<file path="src/rtl/dmem_wait_responder_if.sv">
// dmem_wait_responder_if: SRAM-style data-port bundle between core (master) and data memory (slave)
interface dmem_wait_responder_if #(parameter int ADDR_W = 7);
  logic CEN;
  logic WEN;
  logic OEN;
  logic [ADDR_W-1:0] A;
  logic [31:0] D;
  logic [31:0] Q;
  logic stall;
  logic busy;
  modport master(output CEN, WEN, OEN, A, D, input Q, stall, busy);
  modport slave(input CEN, WEN, OEN, A, D, output Q, stall, busy);
endinterface

</file>
<file path="src/rtl/dmem_wait_responder.sv">
// dmem_wait_responder: word data memory that answers each access after RD_LAT/WR_LAT cycles and stalls the core meanwhile
module dmem_wait_responder #(
  parameter int ADDR_W = 7,
  parameter int RD_LAT = 2,
  parameter int WR_LAT = 1
) (
  input logic clk,
  input logic rst,
  dmem_wait_responder_if.slave bus
);
  typedef enum logic [1:0] {IDLE, WAIT, DONE} state_t;
  localparam logic [3:0] RD_CNT = 4'(RD_LAT - 1);
  localparam logic [3:0] WR_CNT = 4'(WR_LAT - 1);
  logic [31:0] mem [2**ADDR_W];
  state_t state_q, state_d;
  logic [3:0] cnt_q, cnt_d;
  logic [ADDR_W-1:0] addr_q, addr_d;
  logic [31:0] data_q, data_d, q_q, q_d;
  logic wen_q, wen_d;
  logic done_entry;
  always_comb begin
    state_d = state_q;
    cnt_d = cnt_q;
    addr_d = addr_q;
    data_d = data_q;
    wen_d = wen_q;
    case (state_q)
      IDLE: if (!bus.CEN) begin
        addr_d = bus.A;
        data_d = bus.D;
        wen_d = bus.WEN;
        cnt_d = bus.WEN ? RD_CNT : WR_CNT;
        state_d = cnt_d != 4'd0 ? WAIT : DONE;
      end
      WAIT: begin
        cnt_d = cnt_q - 4'd1;
        state_d = cnt_q == 4'd1 ? DONE : WAIT;
      end
      default: state_d = IDLE;
    endcase
    done_entry = state_d == DONE && state_q != DONE;
    q_d = done_entry && wen_d ? mem[addr_d] : q_q;
  end
  always_ff @(posedge clk) begin
    if (rst) begin
      state_q <= IDLE;
      cnt_q <= '0;
      addr_q <= '0;
      data_q <= '0;
      wen_q <= 1'b0;
      q_q <= '0;
    end else begin
      state_q <= state_d;
      cnt_q <= cnt_d;
      addr_q <= addr_d;
      data_q <= data_d;
      wen_q <= wen_d;
      q_q <= q_d;
    end
  end
  always_ff @(posedge clk) begin
    if (!rst && done_entry && !wen_d) mem[addr_d] <= data_d;
  end
  assign bus.stall = !rst && (state_q == WAIT || (state_q == IDLE && !bus.CEN));
  assign bus.busy = !rst && state_q != IDLE;
  assign bus.Q = bus.OEN ? 32'h0 : q_q;
endmodule

</file>
<file path="src/flat_wrapper.sv">
// flat-port wrapper written by rule: the top's interface ports become plain ports
module dmem_wait_responder_flat 
#(
  parameter int ADDR_W = 7,
  parameter int RD_LAT = 2,
  parameter int WR_LAT = 1
)
  (clk, rst, bus_CEN, bus_WEN, bus_OEN, bus_A, bus_D, bus_Q, bus_stall, bus_busy);
  dmem_wait_responder_if #(.ADDR_W(ADDR_W)) bus_i ();
  input logic clk;
  input logic rst;
  input wire logic [$bits(bus_i.CEN)-1:0] bus_CEN;
  input wire logic [$bits(bus_i.WEN)-1:0] bus_WEN;
  input wire logic [$bits(bus_i.OEN)-1:0] bus_OEN;
  input wire logic [$bits(bus_i.A)-1:0] bus_A;
  input wire logic [$bits(bus_i.D)-1:0] bus_D;
  output wire logic [$bits(bus_i.Q)-1:0] bus_Q;
  output wire logic [$bits(bus_i.stall)-1:0] bus_stall;
  output wire logic [$bits(bus_i.busy)-1:0] bus_busy;
  assign bus_i.CEN = bus_CEN;
  assign bus_i.WEN = bus_WEN;
  assign bus_i.OEN = bus_OEN;
  assign bus_i.A = bus_A;
  assign bus_i.D = bus_D;
  assign bus_Q = bus_i.Q;
  assign bus_stall = bus_i.stall;
  assign bus_busy = bus_i.busy;
  dmem_wait_responder #(.ADDR_W(ADDR_W), .RD_LAT(RD_LAT), .WR_LAT(WR_LAT)) u_core (.clk(clk), .rst(rst), .bus(bus_i));
endmodule
</file>
<file path="config.mk">
export PLATFORM = sky130hd
export DESIGN_NAME = dmem_wait_responder_flat
export DESIGN_NICKNAME = d
export VERILOG_FILES = /design/src/rtl/dmem_wait_responder_if.sv /design/src/rtl/dmem_wait_responder.sv /design/src/flat_wrapper.sv
export SDC_FILE = /design/constraint.sdc
export NUM_CORES = 2
export LEC_CHECK = 0
export CAP_MARGIN = 10
export CELL_PAD_IN_SITES_DETAIL_PLACEMENT = 1
export CELL_PAD_IN_SITES_GLOBAL_PLACEMENT = 1
export CORE_MARGIN = 2
export CORE_UTILIZATION = 49
export CTS_CLUSTER_SIZE = 25
export DETAILED_ROUTE_END_ITERATION = 10
export PLACE_DENSITY_LB_ADDON = 0.1
export SETUP_SLACK_MARGIN = 0.4
export SYNTH_ARGS = -nofsm -noshare
export SYNTH_HDL_FRONTEND = slang
export SYNTH_SLANG_ARGS = --single-unit
</file>
<file path="constraint.sdc">
create_clock -name clk -period 5.21 [get_ports clk]
set_input_delay 1.3025 -clock clk [delete_from_list [all_inputs] [get_ports clk]]
set_output_delay 1.3025 -clock clk [all_outputs]
set_load 0.05 [all_outputs]
</file>
* Word-level counts from Yosys, hierarchy flattened
Memories as Yosys holds them, arrays and structs flattened. A register that Yosys moved wholly into a read port is not among the register bits. Cells that the tools add are included.
Storage, ports and cells: input bits 44, word-level logic and storage cells 44, bits in registers 46, memories kept 1, bits in writable memories 4096
Cells by class: equal/unequal tests 5, $add $sub $neg 1, reduce and logical (&&, ||, !) cells 16, mux-type cells 16
Memories:
- u_core.mem | words 128, bits a word 32, read ports 1, clocked after memory_dff 1, write ports 1, RTL line dmem_wait_responder.sv:14 | logic [31:0] mem [2**ADDR_W];
Operator list (count):
- $mux 32 | 3
- $mux 7 | 2
- $pmux 4 s2 | 1
- $logic_and 1x1->1 | 7
- $mux 2 | 3
- $mux 1 | 5
- $eq 4x1->1 const B | 1
- $mux 4 | 1
- $ne 2x2->1 const B | 2
- $pmux 2 s2 | 1
- $reduce_bool 2->1 | 2
- $reduce_bool 4->1 | 1
- $sub 4x1->4 const B | 1
- $logic_not 1->1 | 3
- $eq 2x1->1 const B | 1
- $eq 2x2->1 const B | 1
- $logic_not 2->1 | 1
- $reduce_and 2->1 | 1
- $logic_or 1x1->1 | 1

* Longest topological paths before layout
depth in word-level cells 11, mapped depth 14, mapped depth without buffers 8

* Worst setup path after synthesis
No wires, ideal clock.
path type input to register, start point in bus_CEN, end point mem u_core.mem[41][0], enable pin, data arrival time 4.797 ns, stages 10, path slack -0.009 ns, library setup time 0.421 ns, buffers on the path 6, path through or3_1 > buf_6 > mux2_4 > buf_2 > clkbuf_1 > clkbuf_1 > buf_2 > nand2_1 > clkbuf_1 > nor2_1
Between the ends: cells in the longest elaborated chain, start to end 8
Ends and longest elaborated chain:
- from (decl) | RTL line flat_wrapper.sv:12 | input wire logic [$bits(bus_i.CEN)-1:0] bus_CEN;
- $mux 2 | RTL line dmem_wait_responder.sv:28 | IDLE: if (!bus.CEN) begin
- $pmux 2 s2 | RTL line dmem_wait_responder.sv:27 | case (state_q)
- $eq 2x2->1 | RTL line dmem_wait_responder.sv:41 | done_entry = state_d == DONE && state_q != DONE;
- $logic_and 1x1->1 | RTL line dmem_wait_responder.sv:41
- $logic_and 1x1->1 (2 in a row) | RTL line dmem_wait_responder.sv:62 | if (!rst && done_entry && !wen_d) mem[addr_d] <= data_d;
- $mux 1 | RTL line dmem_wait_responder.sv:62
- $mux 1 (implied by the code) | RTL line dmem_wait_responder.sv:62
- to (decl) | RTL line dmem_wait_responder.sv:14
Parallel ways exist; a longest one is shown, timed or not.

* Worst setup path in the final report
start point in bus_CEN, end point reg u_core.q_q[18], read port of u_core.mem
Between the ends: cells in the longest elaborated chain, start to end 5
Ends and longest elaborated chain:
- $mux 2 | RTL line dmem_wait_responder.sv:28
- $pmux 2 s2 | RTL line dmem_wait_responder.sv:27
- $eq 2x2->1 | RTL line dmem_wait_responder.sv:41
- $logic_and 1x1->1 | RTL line dmem_wait_responder.sv:41
- $logic_and 1x1->1 | RTL line dmem_wait_responder.sv:42 | q_d = done_entry && wen_d ? mem[addr_d] : q_q;
- to (decl) | RTL line dmem_wait_responder.sv:18 | logic [31:0] data_q, data_d, q_q, q_d;
Parallel ways exist; a longest one is shown, timed or not. A chain may end at the register's enable or synchronous reset.

==> reports/metrics.csv <==
stage,metric,value,unit
run_status,status,completed,
clock_tree,Clock transition at path regs,0.06,ns
synthesis,Mean Syn Cell Area,16.5,µm²
floorplan,die height,570,µm
power,Pwr Density,404,nW/µm²
layout,end-of-flow core utilization,59.1,%
layout,share of layout cells above drive strength 1,18.6,%
detailed_routing,routed length per instance,36.7,µm
clock_tree,CTS Buf Count,427,
run,max cap viols,0,
detailed_routing,First-pass DRT Iterations,8,
worst_setup_path,worst r2r src,u_core.state_q[0],
sta,Slew HR,18.3,%
synthesis,syn_nets,9562,
detailed_routing,Starting DRT DRC Count,13100,
floorplan,Ports,78,
global_routing,pin count of the biggest net entering global routing,129,
worst_setup_path,crit-path cells,clkdlybuf4s50_1 -> buf_12 -> or3_4 -> mux2_8 -> buf_4 -> buf_4 -> a22o_1 -> a221oi_1 -> a31oi_1 -> nor4_2 -> buf_4 -> o221a_1 -> a41oi_1,
floorplan,starting density of the core,49.3,%
worst_setup_path,CP startpoint,bus_CEN,
worst_setup_path,crit path to,u_core.q_q[18],
synthesis,Synth Cell Area,157000,µm²
clock_tree,clk sinks,4174,
power,sw frac,24.0,%
power,Int Pwr,57.7,mW
sta,Final setup viols,0,
detailed_routing,post-route ant nets,0,
worst_setup_path,CP max FO,17,
sta,worst clock skew,0.0506,ns
worst_setup_path,WP data arrival,5.64,ns
global_routing,wire length of the first global-routing pass,768000,µm
placed_design,Final GP Congestion,0.876,
synthesis,synth unique cells,73,
layout,Fill cells,28100,
sta,RSZ-0062 raised after global routing,false,
floorplan,core area,318000,µm²
worst_setup_path,Critical Path Max Stage Delay,0.97,ns
global_routing,initial antenna violation count,30,
power,Pleak,61.6,nW
global_routing,gr usage total,33.4,%
synthesis,number of synthesized register bits,4174,
placed_design,Post-DP Area,174000,µm²
worst_setup_path,most frequent CP cell,buf_4,
clock_tree,root buffer cell,clkbuf_16,
layout,Synth-to-Final Area Change,19.9,%
synthesis,Yosys warning count,0,
worst_setup_path,R2R depth,13,
layout,final instance area,188000,µm²
clock_tree,worst skew pair latency,0.99,ns
sta,Worst-Margin Slew,1.22,ns
worst_setup_path,Critical Path Sink Type,flip-flop,
min_path,hold crit path type,reg2reg,
detailed_routing,Vias/cell,6.60,
power,Psw,18.3,mW
worst_setup_path,startpoint types,primary input,
synthesis,Post-synth ARST share,0,%
sta,Final Slew Violations,0,
layout,final net count,10500,
power,peak supply drop,0.318,mV
synthesis,post-synthesis sequential area ratio,79.4,%
placed_design,DP HPWL,341000,µm
worst_setup_path,Worst R2R End,u_core.q_q[14],
synthesis,Post-Syn Instances,9516,
power,share of power burned in registers,49.4,%
sta,fin crit period,4.80,ns
worst_setup_path,R2R Setup Slk,0.72,ns
clock_tree,CTS tree,yes,
floorplan,num rows,207,
sta,FMAX,209,MHz
global_routing,total global routing overflow,0,
synthesis,number of flops mapped to enable cells by yosys,4096,
placed_design,I/O Buffers,77,
clock_tree,# H-tree levels,5,
detailed_routing,Routed WL,550000,µm
power,Clock power frac,40.9,%
synthesis,Main synth FF type,edfxtp_1,
clock_tree,"Hold-fix buffers, CTS",0,
clock_tree,Clock Tree Buf Depth,4,
worst_setup_path,Setup CP Type,in2reg,
worst_setup_path,Crit-path slowest cell,nor4_2,
global_routing,number of global-route vias before repair,99700,
detailed_routing,detailed-route DRC error count,0,
floorplan,die area,325000,µm²
floorplan,DIE WIDTH,570,µm
sta,Final Hold Violating Endpoints,0,
power,Comb power frac,9.7,%
sta,Final Cycle Share,92.0,%
detailed_routing,Vias,99000,
worst_setup_path,Crit path required time,6.06,ns
power groups by stage:
stage / registers (mW) / clock network [mW] / logic, mW
floorplan: 38.3 / 0 / 3.04
global placement: 38.2 / 0 / 6.98
detailed placement: 38.2 / 0 / 7.19
CTS: 37.5 / 31.4 / 7.24
global route: 37.5 / 32.5 / 7.58
finish: 37.5 / 31.1 / 7.35
Yosys cell counts (8+ instances only):
cell | n | area (µm²)
nand3_1 | 697 | 3490
a31o_2 | 15 | 131
o211ai_1 | 25 | 188
nor3_1 | 12 | 60.1
o21bai_1 | 27 | 203
mux4_2 | 24 | 541
buf_4 | 22 | 165
nor3b_1 | 9 | 67.6
mux2i_1 | 249 | 2490
o41ai_1 | 79 | 692
buf_6 | 15 | 169
a221oi_1 | 297 | 2600
a221o_1 | 8 | 80.1
nor2_1 | 166 | 623
o31ai_1 | 10 | 75.1
a2111oi_0 | 14 | 123
o21ai_0 | 39 | 195
a21oi_1 | 155 | 776
nor4b_1 | 10 | 87.6
nand2_1 | 1254 | 4710
or3_1 | 8 | 50.1
a41oi_1 | 28 | 245
nand4_1 | 33 | 206
nand3b_1 | 9 | 67.6
edfxtp_1 | 4096 | 123000
o221ai_1 | 45 | 394
a22o_1 | 308 | 2700
or4_1 | 9 | 67.6
clkbuf_1 | 299 | 1120
a31oi_1 | 228 | 1430
a22oi_1 | 677 | 5080
buf_1 | 76 | 285
nand4b_1 | 40 | 350
and3_1 | 13 | 81.3
buf_2 | 244 | 1220
or2_2 | 8 | 50.1
nor2b_1 | 32 | 200
a222oi_1 | 10 | 100
o22ai_1 | 45 | 282
mux2_2 | 10 | 113
dfxtp_1 | 78 | 1560
repair_timing:
item	CTS	global route
setup buffers	0	0
gates resized for setup	0	2
setup endpoints to repair	0	3
per-layer routing:
metal	global-route usage (%)	vias up	part of all wire [%]
met2	52.4	5422	46
met1	46.5	52300	40
li1	-	40200	-
met4	15.2	8	5.1
met3	4.92	1003	8.8
met5	0	-	0.010
state kept, by name, summed over array words and instances (netlist names):
register	flops
u_core.mem	4096
u_core.data_q	32
u_core.q_q	32
u_core.addr_q	7
u_core.cnt_q	4
u_core.state_q	2
u_core.wen_q	1
cell usage in the layout, fill, tap and decap left out, drive strengths merged, types with 13 or more instances in the layout:
| master | count |
|---|---|
| a21oi | 155 |
| clkdlybuf4s50 | 63 |
| a22o | 308 |
| a2111oi | 14 |
| mux2 | 14 |
| dfxtp | 78 |
| diode | 15 |
| clkbuf | 544 |
| a22oi | 677 |
| o41ai | 79 |
| mux2i | 251 |
| nand2 | 1255 |
| a221oi | 302 |
| clkinv | 168 |
| edfxtp | 4096 |
| nor2 | 166 |
| nand3 | 697 |
| o211ai | 25 |
| nor3 | 13 |
| o22ai | 45 |
| and3 | 13 |
| o221ai | 45 |
| o21bai | 27 |
| a41oi | 28 |
| nor2b | 32 |
| buf | 1092 |
| nand4 | 33 |
| o21ai | 43 |
| bufinv | 49 |
| a31oi | 229 |
| mux4 | 24 |
| nand4b | 40 |
| inv | 15 |
| a31o | 21 |
critical path: cells and delay by family:
family,cells,cell delay [ns]
muxes,1,0.40
and+or+nand+nor,2,1.42
AOI/OAI and AO/OA,5,1.09
buffers and inverters,5,1.38
stage by stage:
stage	setup TNS (ns)	hold slack, ns	setup slack, ns	cells	power [mW]
after floorplan	-1.91	0.444	-0.00857	9516	41.3
after global placement	-10.41	0.464	-1.04	14200	45.2
after detailed placement	-8.04	0.501	-0.517	14200	45.4
after CTS	0	0.505	0.506	15000	76.1
after global routing	0	0.530	0.402	15000	77.6
final	0	0.505	0.415	15000	75.9
how the worst min path moves through the flow:
stage	start	endpoint	cells after the start
6_report	u_core.q_q[19]	u_core.q_q[19]	2
2_1_floorplan	u_core.data_q[0]	u_core.data_q[0]	2
5_1_grt	u_core.q_q[19]	u_core.q_q[19]	2
4_1_cts	u_core.q_q[19]	u_core.q_q[19]	2
3_3_place_gp	u_core.cnt_q[1]	u_core.cnt_q[1]	2
3_5_place_dp	u_core.cnt_q[1]	u_core.cnt_q[1]	2
logic make-up after synthesis:
| group | count (synthesis) | synth area share [%] |
|---|---|---|
| compound gates | 2065 | 10.1 |
| fa+ha+maj | 2 | 0.0159 |
| mux | 289 | 2.06 |
| simple gates | 2323 | 6.56 |
| buf+inv | 663 | 1.91 |
| flops | 4174 | 79.4 |
area by class of cell:
cell class	instances	area (µm²)	share of cell area (%)
multi-input combinational	4679	31100	16.5
antenna	15	37.5	0.0200
clock inverter	236	2520	1.34
timing repair buffer	1155	13200	7.01
inverter	6	22.5	0.0120
tap	4180	5230	2.78
clock buffer	544	11500	6.13
sequential	4174	125000	66.2
Note: power is estimated with default switching activity, not from simulation.
